### config.mk
export PLATFORM = sky130hd
export DESIGN_NAME = hcp_master_tdm
export DESIGN_NICKNAME = d
export VERILOG_FILES = /design/src/rtl/hcp_pkg.sv /design/src/rtl/hcp_tx_lane.sv /design/src/rtl/hcp_master_tdm.sv
export SDC_FILE = /design/constraint.sdc
export NUM_CORES = 1
export LEC_CHECK = 0
export ABC_CLOCK_PERIOD_IN_PS = 1900
export BUFFER_PORTS_ARGS = -buffer_cell sky130_fd_sc_hd__buf_2
export CORE_MARGIN = 2
export CORE_UTILIZATION = 25
export CTS_BUF_LIST = sky130_fd_sc_hd__clkbuf_16
export DETAILED_ROUTE_END_ITERATION = 10
export SLEW_MARGIN = 20
export SYNTH_ARGS = -nofsm -noshare
export SYNTH_HDL_FRONTEND = slang
export SYNTH_SLANG_ARGS = --single-unit
### constraint.sdc
create_clock -name clk -period 1.9 [get_ports clk]
set_input_delay 0.095 -clock clk [delete_from_list [all_inputs] [get_ports clk]]
set_output_delay 0.095 -clock clk [all_outputs]
set_load 0.1 [all_outputs]
### src/rtl/hcp_pkg.sv
// Shared constants and types for the TDM HCP transmitter.
package hcp_pkg;

    localparam logic [7:0] START_FRAME = 8'h7E;
    localparam logic [7:0] STOP_FRAME  = 8'hFE;
    localparam int         FLAG_BITS   = 8;

    typedef enum logic [2:0] {
        ST_IDLE,
        ST_START,
        ST_DATA,
        ST_STOP,
        ST_ACK
    } ch_state_t;

    typedef enum logic [1:0] {
        STAT_ACK      = 2'd0,
        STAT_NACK     = 2'd1,
        STAT_UNDERRUN = 2'd2
    } ch_status_t;

endpackage

### src/rtl/hcp_tx_lane.sv
// One HCP channel: holding register, shift register, flag/stuffing sequencer.
// Drive values are registered here and only change on the lane's own slot start,
// so the top-level owner mux only ever selects a stable register.
module hcp_tx_lane
    import hcp_pkg::*;
#(
    parameter int DATA_W    = 8,
    parameter int STUFF_RUN = 4
) (
    input  logic              clk,
    input  logic              rst_n,
    input  logic              own_slot_start,
    input  logic              own_slot_end,
    input  logic              ack_sample,
    input  logic              tx_valid,
    input  logic [DATA_W-1:0] tx_data,
    input  logic              tx_last,
    input  logic              sbda_i,
    output logic              tx_ready,
    output logic              drv_o,
    output logic              drv_oe,
    output logic              done,
    output logic [1:0]        status,
    output logic              busy
);

    localparam int MAXC  = (DATA_W > FLAG_BITS) ? DATA_W : FLAG_BITS;
    localparam int CNT_W = $clog2(MAXC + 1);
    localparam int RUN_W = $clog2(STUFF_RUN + 1);

    ch_state_t         state_q, state_n;
    logic [DATA_W-1:0] hold_q, hold_n, shift_q, shift_n;
    logic              hold_last_q, hold_last_n, hold_valid_q, hold_valid_n;
    logic              last_q, last_n;
    logic [7:0]        flag_q, flag_n;
    logic [CNT_W-1:0]  cnt_q, cnt_n;
    logic [RUN_W-1:0]  run_q, run_n, run_base;
    logic              underrun_q, underrun_n, nack_q, nack_n;
    logic              drv_o_q, drv_o_n, drv_oe_q, drv_oe_n;
    logic              done_q, done_n;
    logic [1:0]        status_q, status_n;
    logic              load, stop;

    // A reload keeps the 1s run going across the byte boundary; entering DATA from START clears it.
    assign run_base = (state_q == ST_DATA) ? run_q : '0;

    // Next-state: byte capture, ACK sampling, and per-own-slot bit selection.
    always_comb begin
        state_n      = state_q;
        hold_n       = hold_q;
        hold_last_n  = hold_last_q;
        hold_valid_n = hold_valid_q;
        shift_n      = shift_q;
        last_n       = last_q;
        flag_n       = flag_q;
        cnt_n        = cnt_q;
        run_n        = run_q;
        underrun_n   = underrun_q;
        nack_n       = nack_q;
        drv_o_n      = drv_o_q;
        drv_oe_n     = drv_oe_q;
        done_n       = 1'b0;
        status_n     = status_q;
        load         = 1'b0;
        stop         = 1'b0;

        // Ready is the registered !hold_valid, so a reload can never enable a same-edge accept.
        if (tx_valid && !hold_valid_q) begin
            hold_n       = tx_data;
            hold_last_n  = tx_last;
            hold_valid_n = 1'b1;
        end

        if (ack_sample && state_q == ST_ACK)
            nack_n = sbda_i;

        if (own_slot_end && state_q == ST_ACK) begin
            state_n  = ST_IDLE;
            done_n   = 1'b1;
            status_n = underrun_q ? STAT_UNDERRUN : (nack_n ? STAT_NACK : STAT_ACK);
        end

        if (own_slot_start) begin
            drv_o_n  = 1'b0;
            drv_oe_n = 1'b0;
            unique case (state_q)
                ST_IDLE: begin
                    if (hold_valid_q) begin
                        state_n    = ST_START;
                        flag_n     = START_FRAME >> 1;
                        cnt_n      = CNT_W'(1);
                        underrun_n = 1'b0;
                        drv_o_n    = START_FRAME[0];
                        drv_oe_n   = 1'b1;
                    end
                end
                ST_START, ST_STOP: begin
                    if (cnt_q == CNT_W'(FLAG_BITS)) begin
                        if (state_q == ST_START) load = 1'b1;
                        else                     state_n = ST_ACK;
                    end else begin
                        drv_o_n  = flag_q[0];
                        drv_oe_n = 1'b1;
                        flag_n   = flag_q >> 1;
                        cnt_n    = cnt_q + 1'b1;
                    end
                end
                ST_DATA: begin
                    if (run_q == RUN_W'(STUFF_RUN)) begin
                        // Stuffed 0: occupies the slot without consuming a payload bit.
                        drv_oe_n = 1'b1;
                        run_n    = '0;
                    end else if (cnt_q == CNT_W'(DATA_W)) begin
                        if (last_q)            stop = 1'b1;
                        else if (hold_valid_q) load = 1'b1;
                        else begin
                            stop       = 1'b1;
                            underrun_n = 1'b1;
                        end
                    end else begin
                        drv_o_n  = shift_q[0];
                        drv_oe_n = 1'b1;
                        shift_n  = shift_q >> 1;
                        cnt_n    = cnt_q + 1'b1;
                        run_n    = shift_q[0] ? run_q + 1'b1 : '0;
                    end
                end
                default: ;
            endcase

            if (load) begin
                state_n      = ST_DATA;
                shift_n      = hold_q >> 1;
                last_n       = hold_last_q;
                hold_valid_n = 1'b0;
                cnt_n        = CNT_W'(1);
                run_n        = hold_q[0] ? run_base + 1'b1 : '0;
                drv_o_n      = hold_q[0];
                drv_oe_n     = 1'b1;
            end
            if (stop) begin
                state_n  = ST_STOP;
                flag_n   = STOP_FRAME >> 1;
                cnt_n    = CNT_W'(1);
                drv_o_n  = STOP_FRAME[0];
                drv_oe_n = 1'b1;
            end
        end
    end

    // State register; reset aborts any frame and discards the holding register.
    always_ff @(posedge clk or negedge rst_n) begin
        if (!rst_n) begin
            state_q      <= ST_IDLE;
            hold_q       <= '0;
            hold_last_q  <= 1'b0;
            hold_valid_q <= 1'b0;
            shift_q      <= '0;
            last_q       <= 1'b0;
            flag_q       <= '0;
            cnt_q        <= '0;
            run_q        <= '0;
            underrun_q   <= 1'b0;
            nack_q       <= 1'b0;
            drv_o_q      <= 1'b0;
            drv_oe_q     <= 1'b0;
            done_q       <= 1'b0;
            status_q     <= 2'd0;
        end else begin
            state_q      <= state_n;
            hold_q       <= hold_n;
            hold_last_q  <= hold_last_n;
            hold_valid_q <= hold_valid_n;
            shift_q      <= shift_n;
            last_q       <= last_n;
            flag_q       <= flag_n;
            cnt_q        <= cnt_n;
            run_q        <= run_n;
            underrun_q   <= underrun_n;
            nack_q       <= nack_n;
            drv_o_q      <= drv_o_n;
            drv_oe_q     <= drv_oe_n;
            done_q       <= done_n;
            status_q     <= status_n;
        end
    end

    assign tx_ready = !hold_valid_q;
    assign drv_o    = drv_o_q;
    assign drv_oe   = drv_oe_q;
    assign done     = done_q;
    assign status   = status_q;
    assign busy     = (state_q != ST_IDLE);

endmodule

### src/rtl/hcp_master_tdm.sv
// TDM HCP transmitter: slot counters, one lane per channel, owner mux onto SBDA.
module hcp_master_tdm
    import hcp_pkg::*;
#(
    parameter int DATA_W    = 8,
    parameter int NUM_CH    = 2,
    parameter int SLOT_CYC  = 4,
    parameter int STUFF_RUN = 4
) (
    input  logic                     clk,
    input  logic                     rst_n,
    input  logic [NUM_CH-1:0]        tx_valid,
    input  logic [NUM_CH*DATA_W-1:0] tx_data,
    input  logic [NUM_CH-1:0]        tx_last,
    output logic [NUM_CH-1:0]        tx_ready,
    input  logic                     sbda_i,
    output logic                     sbda_o,
    output logic                     sbda_oe,
    output logic [NUM_CH-1:0]        done,
    output logic [NUM_CH*2-1:0]      status,
    output logic [NUM_CH-1:0]        busy
);

    localparam int CYC_W  = $clog2(SLOT_CYC);
    localparam int SLOT_W = (NUM_CH > 1) ? $clog2(NUM_CH) : 1;

    logic [CYC_W-1:0]       cyc_cnt;
    logic [SLOT_W-1:0]      slot_idx, slot_nxt;
    logic                   cyc_wrap;
    logic [NUM_CH-1:0]      lane_o, lane_oe;
    logic [NUM_CH-1:0][1:0] lane_status;

    assign cyc_wrap = (cyc_cnt == CYC_W'(SLOT_CYC - 1));
    assign slot_nxt = (slot_idx == SLOT_W'(NUM_CH - 1)) ? '0 : slot_idx + 1'b1;

    // Free-running slot timebase; slot_idx steps when cyc_cnt wraps.
    always_ff @(posedge clk or negedge rst_n) begin
        if (!rst_n) begin
            cyc_cnt  <= '0;
            slot_idx <= '0;
        end else if (cyc_wrap) begin
            cyc_cnt  <= '0;
            slot_idx <= slot_nxt;
        end else begin
            cyc_cnt  <= cyc_cnt + 1'b1;
        end
    end

    for (genvar c = 0; c < NUM_CH; c++) begin : g_lane
        hcp_tx_lane #(
            .DATA_W    (DATA_W),
            .STUFF_RUN (STUFF_RUN)
        ) u_lane (
            .clk            (clk),
            .rst_n          (rst_n),
            .own_slot_start (cyc_wrap && (slot_nxt == SLOT_W'(c))),
            .own_slot_end   (cyc_wrap && (slot_idx == SLOT_W'(c))),
            .ack_sample     ((cyc_cnt == CYC_W'(SLOT_CYC / 2)) && (slot_idx == SLOT_W'(c))),
            .tx_valid       (tx_valid[c]),
            .tx_data        (tx_data[c*DATA_W +: DATA_W]),
            .tx_last        (tx_last[c]),
            .sbda_i         (sbda_i),
            .tx_ready       (tx_ready[c]),
            .drv_o          (lane_o[c]),
            .drv_oe         (lane_oe[c]),
            .done           (done[c]),
            .status         (lane_status[c]),
            .busy           (busy[c])
        );
    end

    // Owner mux: lane drive registers already update on their own slot edge.
    assign sbda_o  = lane_o[slot_idx];
    assign sbda_oe = lane_oe[slot_idx];
    assign status  = lane_status;

endmodule

After elaboration in Yosys (flattened, before gate mapping)
Index checks and enable logic that the tools add are counted.
Word-level totals
  bits in registers: 91
  output and inout bits: 12
  logic and storage cells: 261
Operators by class
  add/sub/neg operators: 8
  magnitude comparators: 1
  eq/ne operators: 38
  mux-type cells: 140
  bitwise operators: 2
  reductions and logical operators: 40
Operator list (number)
  $mux W8: 14
  $mux W3: 28
  $mux W1: 71
  $mux W4: 10
  $pmux W8 S2: 2
  $ne A2 B2 Y1 const B: 12
  $pmux W4 S3: 2
  $reduce_and A4 Y1: 6
  $reduce_and A7 Y1: 2
  $add A3 B1 Y3 const B: 4
  $eq A3 B2 Y1 const B: 4
  $eq A3 B3 Y1 const B: 4
  $logic_and A1 B1 Y1: 12
  $ne A3 B3 Y1 const B: 4
  $pmux W1 S2: 6
  $pmux W3 S2: 2
  $reduce_bool A3 Y1: 4
  $reduce_bool A5 Y1: 2
  $add A4 B1 Y4 const B: 2
  $eq A4 B4 Y1 const B: 2
  $ne A4 B1 Y1 const B: 2
  $ne A4 B4 Y1 const B: 2
  $reduce_bool A2 Y1: 4
  $eq A3 B1 Y1 const B: 2
  14 further kinds: 26

Logic depth before layout (Yosys ltp)
Gate-level depths: netlist of run 1.
  depth in word-level cells: 10
  mapped depth: 9
  depth with buffers taken out: 7

Modules after synthesis
Synthesis of run 1 repeated with hierarchy kept, for this count alone.
Second synthesis, totals
  cell total of the unflattened synthesis: 413
  area total of the unflattened synthesis: 4672.0 um2
By module, submodules not included
  hcp_tx_lane: times used 2, cells each 199, area an instance 2248.4 um2, sequential area each 1051.0 um2
  hcp_master_tdm: times used 1, cells each 15, area an instance 175.2 um2, sequential area each 75.1 um2

Least setup slack after synthesis of run 1
OpenSTA, ideal clock, no wires.
  kind: register to register
  start: register g_lane[0].u_lane.cnt_q[0]
  end: register g_lane[0].u_lane.run_q[1]
  library setup time: 76 ps
  data arrival time: 1798 ps
  required time: 1824 ps
  path slack: 25 ps
  stages on the path, launching flop included: 9
  clock period less this slack: 1875 ps
  cells stage by stage: dfrtp_1 inv_1 ha_1 and3b_1 clkbuf_1 a41o_1 buf_2 mux2_1 o21ai_1
On the way
  longest elaborated chain between the ends: 7
RTL lines
  start: declaration: line hcp_tx_lane.sv:36  | logic [CNT_W-1:0] cnt_q, cnt_n;
  start signal: assignment: line hcp_tx_lane.sv:177  | cnt_q <= cnt_n;
  $eq A4 B4 Y1 (*): line hcp_tx_lane.sv:98, hcp_tx_lane.sv:113
  $mux W1: line hcp_tx_lane.sv:113  | end else if (cnt_q == CNT_W'(DATA_W)) begin
  $mux W1: line hcp_tx_lane.sv:109  | if (run_q == RUN_W'(STUFF_RUN)) begin
  $pmux W1 S2: line hcp_tx_lane.sv:86  | unique case (state_q)
  $mux W1: line hcp_tx_lane.sv:83  | if (own_slot_start) begin
  $ne A3 B3 Y1 (no line) / $reduce_bool A2 Y1 (equally long branches)
  $reduce_and A3 Y1 (no line)
  end signal: assignment: line hcp_tx_lane.sv:178  | run_q <= run_n;
  end: declaration: line hcp_tx_lane.sv:37  | logic [RUN_W-1:0] run_q, run_n, run_base;
Every way passes the cells marked *; elsewhere a longest branch is shown, timed or not. The select of a mux whose other input is x is not followed.
A chain may end at the register's enable or synchronous reset.

Worst setup path after layout of run 1
  start: register g_lane[0].u_lane.state_q[0]
  end: register g_lane[0].u_lane.run_q[2]
On the way
  longest elaborated chain between the ends: 7
RTL lines
  start: declaration: line hcp_tx_lane.sv:31  | ch_state_t state_q, state_n;
  start signal: assignment: line hcp_tx_lane.sv:170  | state_q <= state_n;
  $eq A3 B1 Y1: line hcp_tx_lane.sv:86, hcp_tx_lane.sv:99
  $mux W1: line hcp_tx_lane.sv:99  | if (state_q == ST_START) load = 1'b1;
  $mux W1: line hcp_tx_lane.sv:98  | if (cnt_q == CNT_W'(FLAG_BITS)) begin
  $pmux W1 S2: line hcp_tx_lane.sv:86
  $mux W1: line hcp_tx_lane.sv:83
  $ne A3 B3 Y1 (no line) / $reduce_bool A2 Y1 (equally long branches)
  $reduce_and A3 Y1 (no line)
Several ways; a longest one is shown, not always the timed one. The select of a mux whose other input is x is not followed.

==> run metrics, run 1 <==
status=finished clean; ANT nets after route=0; drt total wl=10.8 mm; clock sink total=87; n_diodes=0; Max Slew Vio Count=0; Max-slew headroom=about two thirds; Ys Warns=0; critical path peak fanout=5; post-synthesis xor/xnor area fraction=0.950%; total CTS buffers=9; global-route wire length before repair=18.3 mm; DR iter-0 viols=156; antenna violations before repair=0; Placer Congestion=0.862; Post-Syn Instances=470; Synth Area in Compound Gates=16.3%; mux cell area share after synthesis=around 7.5%; Final Hold Fails=0; grt ovf=0; via count=3740; vias in the first global route=3669; Switching Fraction=24.0%; R2R depth=7; I/O Pins=35; skew final=0.00676 ns; Seq pwr share=just over 50%; combinational power share=8.4%; Netlist cell types=60; # Max-Cap Violations=0; type of origin of the critical path=register; FF-to-FF Start=g_lane[0].u_lane.state_q[0]; post-synthesis simple-gate area fraction=between 10% and 20%; final hold slack=between 0.2 and 0.25 ns; RSZ-0062 raised after global routing=true; class of the worst hold path=input pin to asynchronous set/reset pin; area grow syn2layout=30.4%; Post-Syn Area=between 0.004 and 0.005 sq mm; CTS root buf=clkbuf_16; largest net degree at the start of global routing=30; DPL Wire Length=a little under 8 mm; Residual DRC=0; most used flip-flop cell after synthesis=dfrtp_1; Leak=about 2.7 nW; via/cell ratio=about 4.7; clock share of power=40.7%; Cell Rows=slightly below 50; CTS Buffer Depth=2; Pre-antenna DRT Iters=4; Post-Synth Adder-Cell Area=3.26%; Worst Setup Path Type=register to register; die span in x=~140 um; CTS tree=built; clock slew seen by the registers of the worst setup and hold paths=roughly 0.060 ns; post-synthesis register bit count=between 80 and 90; Critical Path AT=between 2 and 2.5 ns; Post-Syn Nets=~510; DR WL/cell=between 10 and 15 um; Peak VDD IR=between 400 and 500 uV; H-tree levels=3; P_sw=roughly 940 uW; # fillers=around 1900; Post-synth EDFFs=0; power per standard cell area=between 600 and 700 mW/mm^2; Seq/Total Area, Yosys=47.2%; Worst R2R Setup Slack=0.05 ns; Internal=~3.0 mW; CP required=2.17 ns; Tmin final=approximately 1.8 ns; Initial Util=25.6%; worst skew pair latency=0.35 ns; DIE AREA=0.0195 sq mm; fmax=between 0.5 and 0.6 GHz; worst slew pin tran=around 0.51 ns; r2r endpoint=g_lane[0].u_lane.run_q[2]; largest family of logic cells by synthesized area=simple AND/OR/NAND/NOR gates; Util after Layout=33.3%; vertical die dimension=between 100 and 150 um; Critical Path End Type=register; final setup vio count=0; Buffers on Ports=34; share of cells above drive strength 1=30.1%; Avg Synthesized Cell Area=roughly 9.8 sq um; Final #Nets=approximately 600; overall routing resource usage=11.7%; core area=between 0.015 and 0.02 sq mm; period utilization=between 90% and 100%; Post-synth ARST share=100%
==> logic make-up (layout without fill, tap and decap cells) <==
family	after synthesis	in the layout
AO/OA/AOI/OAI	112	112
XOR/XNOR	5	5
adder cells (fa/ha/maj)	12	12
buffers and inverters	54	156
flip-flops	87	87
multiplexers	31	31
AND/OR/NAND/NOR	169	169
==> final cells by class <==
class	count	area, sq um	area share [%]
multi-input cells	329	2300	38.2
flip-flops and latches	87	2180	36.2
repair buffers	118	905	15.0
well taps	229	287	4.77
clock buffers	9	225	3.75
inverters	24	90.1	1.50
clock inverters	5	28.8	0.479
==> what timing repair did <==
item | in CTS | in global routing
endpoints found under the hold margin | 46 | 0
gates resized for setup | 0 | 31
hold buffers | 22 | 0
setup endpoints to repair | 0 | 35
setup buffers | 0 | 1
==> synth_stat cells, types with 4 or more instances <==
cell | count | area share (%)
o21ai_2 | 5 | 0.95
o21ai_0 | 18 | 2.0
and2_1 | 5 | 0.68
o22ai_1 | 4 | 0.54
ha_1 | 12 | 3.3
a31oi_1 | 20 | 2.7
nor2b_1 | 8 | 1.1
nor3_1 | 10 | 1.1
nand2_1 | 59 | 4.8
o31ai_1 | 5 | 0.81
clkbuf_1 | 7 | 0.57
a21oi_1 | 16 | 1.7
buf_2 | 12 | 1.3
inv_1 | 24 | 2.0
nor2_1 | 47 | 3.8
mux2_2 | 27 | 6.6
nand2b_1 | 6 | 0.81
dfrtp_1 | 87 | 47
buf_4 | 9 | 1.5
nand3_1 | 7 | 0.76
a22o_1 | 7 | 1.3
o21ai_1 | 10 | 1.1
==> sequential cells by signal, summed over array words and instances (netlist names), 2 cells and up <==
register	cells
g_lane.u_lane.hold_q	16
g_lane.u_lane.flag_q	14
g_lane.u_lane.shift_q	14
g_lane.u_lane.cnt_q	8
g_lane.u_lane.run_q	6
g_lane.u_lane.state_q	6
g_lane.u_lane.status	4
cyc_cnt	2
g_lane.u_lane.done	2
g_lane.u_lane.drv_o	2
g_lane.u_lane.drv_oe	2
g_lane.u_lane.hold_last_q	2
g_lane.u_lane.hold_valid_q	2
g_lane.u_lane.last_q	2
g_lane.u_lane.nack_q	2
g_lane.u_lane.underrun_q	2
==> worst max path at each step <==
stage / startpoint / end / slack, ns / depth (start not counted)
after floorplan: g_lane[0].u_lane.cnt_q[0] / g_lane[0].u_lane.run_q[1] / 0.03 / 8
after global placement: g_lane[1].u_lane.cnt_q[0] / g_lane[1].u_lane.shift_q[5] / 0.05 / 8
after detailed placement: g_lane[0].u_lane.run_q[1] / g_lane[0].u_lane.run_q[0] / 0.01 / 7
after CTS: g_lane[0].u_lane.cnt_q[0] / g_lane[0].u_lane.run_q[1] / 0.002 / 8
after global routing: g_lane[0].u_lane.state_q[0] / g_lane[0].u_lane.run_q[2] / -0.03 / 7
final: g_lane[0].u_lane.state_q[0] / g_lane[0].u_lane.run_q[2] / 0.05 / 7
==> per-stage QoR <==
stage | std cells | power (mW) | setup WS, ns | area [sq um] | setup TNS [ns]
after detailed placement | 763 | 2.32 | 0.0110 | 5380 | 0
after floorplan | 470 | 2.18 | 0.0252 | 4610 | 0
after global routing | 801 | 4.09 | -0.0306 | 6010 | -0.0767
after CTS | 799 | 3.96 | 0.00213 | 5850 | 0
after global placement | 763 | 2.31 | 0.0515 | 5380 | 0
final | 801 | 3.91 | 0.0536 | 6010 | 0
==> layout by cell type (no fill, tap or decap), drive strengths merged, types with 3 or more instances in the layout <==
| cell | count |
|---|---|
| o31ai | 5 |
| o211ai | 3 |
| a41oi | 4 |
| ha | 12 |
| nand3b | 4 |
| or3 | 3 |
| and2 | 5 |
| a22o | 7 |
| a31oi | 20 |
| and2b | 3 |
| nor2 | 47 |
| xor2 | 3 |
| nand2 | 59 |
| dlygate4sd3 | 22 |
| clkbuf | 9 |
| nor2b | 8 |
| and3b | 3 |
| mux2 | 28 |
| dfrtp | 87 |
| nand2b | 6 |
| nand3 | 7 |
| o22ai | 4 |
| mux2i | 3 |
| buf | 96 |
| inv | 25 |
| o21ai | 33 |
| nor3 | 12 |
| a21oi | 18 |
==> per-layer routing <==
layer / track usage, % / wire length, um / up-vias
met5: 0 / 0 / -
met4: 5.68 / 236 / 0
met3: 1.79 / 314 / 15
met2: 17.0 / 4810 / 77
met1: 16.9 / 5480 / 1798
li1: - / - / 1850
==> worst max-delay path: stages, from the launching register on <==
cell and delay (ns):
dfrtp_1 0.43, or3b_4 0.47, nor2_1 0.11, ha_1 0.17, xor2_1 0.14, nand2_1 0.06
mux2_2 0.26, o21ai_1 0.12
==> power groups by stage <==
| stage | combinational [mW] | sequential (mW) | clock, mW |
|---|---|---|---|
| 2_1_floorplan | 0.164 | 2.02 | 0 |
| 3_3_place_gp | 0.286 | 2.03 | 0 |
| 3_5_place_dp | 0.290 | 2.03 | 0 |
| 4_1_cts | 0.326 | 1.99 | 1.64 |
| 5_1_grt | 0.369 | 2.01 | 1.72 |
| 6_report | 0.328 | 1.99 | 1.59 |
Note: power is estimated with default switching activity, not from simulation.
==> run 2: changes to the inputs <==
ABC_CLOCK_PERIOD_IN_PS = 1800   (was 1900)
CTS_CLUSTER_SIZE = 12   (was unset)
PLACE_DENSITY = 0.52   (was unset)
clock period = 1.8 ns   (was 1.9 ns; I/O delays follow)
==> run metrics, run 2 (synthesized netlist as in run 1, its figures left out) <==
status=complete, but fails checks; failing checks=negative setup slack; Cell Rows=49 (unchanged); DP Area=0.00547 sq mm (+1.7%); DPL Wire Length=8.52 mm (+7.8%); vias in the first global route=3864 (+5.3%); overall routing resource usage=11.8% (+0.15 points); total CTS buffers=9 (unchanged); CTS tree=built; worst path buffer plus inverter count=1 (+1); worst-path cell chain=or3b_4 > nor4_4 > buf_4 > o21bai_4 > nand2_1 > o21ai_1; fmax=0.553 GHz (+2.1%); largest net degree at the start of global routing=39 (+30%); antenna violations before repair=0 (unchanged); share of cells above drive strength 1=39.0% (+8.9 points); max reg flops=16 (unchanged); # Max-Cap Violations=0 (unchanged); Util after Layout=35.8% (+2.4 points); critical path peak fanout=6 (+1); GRT met1 Usage=16.3% (-0.60 points); Critical Path AT=2.04 ns (-0.08 ns); Final Hold Fails=0 (unchanged); worst slew pin tran=0.599 ns (+0.0867 ns); CTS Buffer Depth=2 (unchanged); CTS root buf=clkbuf_16; worst skew pair latency=0.35 ns (about the same); type of origin of the critical path=register; power per standard cell area=673 mW/mm^2 (+3.4%); final setup vio count=1 (+1); H-tree levels=3 (unchanged); period utilization=100% (+3.3 points); commonest non-fill, non-tap cells in the layout=dfrtp_1 (87), buf_4 (80), nand2_1 (58), nor2_1 (40), buf_2 (32); Worst Setup Path Type=register to register; Power, Total=4.34 mW (+11%); Pre-antenna DRT Iters=4 (unchanged); die span in x=140 um (unchanged); Placer Congestion=0.914 (+6.1%); skew final=0.00541 ns (-0.00135 ns); DR iter-0 viols=262 (+68%); Biggest register=g_lane.u_lane.hold_q; largest registers=g_lane.u_lane.hold_q (16), g_lane.u_lane.flag_q (14), g_lane.u_lane.shift_q (14); max incr delay on CP=0.45 ns (-0.02 ns); grt ovf=0 (unchanged); # fillers=1879 (-0.53%); final hold slack=0.269 ns (+0.0634 ns); Tmin final=1.81 ns (-0.0380 ns); core area=0.0180 sq mm (unchanged); met2 Use GR=18.8% (+1.9 points); Placed Cells=777 (+1.8%); RSZ-0062 raised after global routing=true; post-place setup slack=-0.0698 ns (-0.0807 ns); final setup TNS=-0.00840 ns (-0.00840 ns); Critical Path End Type=register; grt peak-use layer=met2; Residual DRC=0 (unchanged); n_diodes=0 (unchanged); via count=3865 (+3.3%); global-route wire length before repair=19.0 mm (+3.6%); post-route cell area=0.00645 sq mm (+7.2%); slowest stage cell, crit path=or3b_4; routing usage on met3=1.41% (-0.38 points); CP required=2.03 ns (-0.14 ns); Peak VDD IR=542 uV (+10%); clock slew seen by the registers of the worst setup and hold paths=0.07 ns (about the same); Leak=2.85 nW (+6.5%); Max-slew headroom=59.5% (-6.6 points); DR WL/cell=14.0 um (+3.0%); Final #Nets=633 (+4.8%); area grow syn2layout=39.8%; vertical die dimension=140 um (unchanged); CP top delay family=simple AND/OR/NAND/NOR gates; Buffers on Ports=34 (unchanged); post-route insts no fill=832 (+3.9%); Initial Util=25.6% (unchanged); I/O Pins=35 (unchanged); ANT nets after route=0 (unchanged); class of the worst hold path=input pin to asynchronous set/reset pin; via/cell ratio=4.65 (-0.51%); Max Slew Vio Count=0 (unchanged); final worst setup slack=-0.00840 ns (-0.0620 ns); clock sink total=87 (unchanged); DIE AREA=0.0195 sq mm (unchanged); commonest non-fill, non-tap cell in the layout=dfrtp_1; drt total wl=11.6 mm (+7.0%)
run 2: cell types whose count changed in the layout (fill, tap and decap cells not counted), sizes merged:
cell / change
clkinv: -1
clkbuf: +1
clkinvlp: -2
inv: +5
o21bai: +1
buf: +27
run 2: final timing paths:
path | from | end | slack (ns) | depth (start not counted)
worst min register to register | g_lane[1].u_lane.flag_q[5] | g_lane[1].u_lane.flag_q[5] | 0.48 | 2
min in group clk | g_lane[1].u_lane.flag_q[5] | g_lane[1].u_lane.flag_q[5] | 0.48 | 2
max in group asynchronous | rst_n | g_lane[0].u_lane.cnt_q[0] | 0.92 | 3
worst min-delay path | rst_n | g_lane[1].u_lane.hold_last_q | 0.27 | 2
worst max register to register | g_lane[0].u_lane.state_q[2] | g_lane[0].u_lane.flag_q[3] | -0.008 | 6
worst max-delay path | g_lane[0].u_lane.state_q[2] | g_lane[0].u_lane.flag_q[3] | -0.008 | 6
run 2: routing by layer:
layer	vias to the layer above	part of all wire, %
met5	-	0
met4	0	2.0
met2	69	47
li1	1916	-
met3	18	3.0
met1	1862	48
run 2: what timing repair did:
| item | 4_1_cts | 5_1_grt |
|---|---|---|
| hold buffers | 22 | 0 |
| buffers inserted | 0 | 16 |
| resized for setup | 19 | 65 |
| gates cloned | 1 | 1 |
| endpoints found under the setup margin | 22 | 48 |
| endpoints found under the hold margin | 56 | 0 |
| pin swaps | 4 | 24 |
run 2: layout make-up:
class	instances	area [sq um]	area share [%]
clock buffers	9	225	3.49
clock inverters	7	60.1	0.932
inverters	24	90.1	1.40
multi-input cells	330	2480	38.4
flip-flops and latches	87	2180	33.8
well taps	229	287	4.44
repair buffers	146	1130	17.5
run 2: where the power goes:
part / leakage [nW] / switching, mW / internal, mW / total [mW]
logic: 1.62 / 0.186 / 0.214 / 0.400
clock network: 0.144 / 0.863 / 0.968 / 1.83
registers: 1.09 / 0.0602 / 2.05 / 2.11
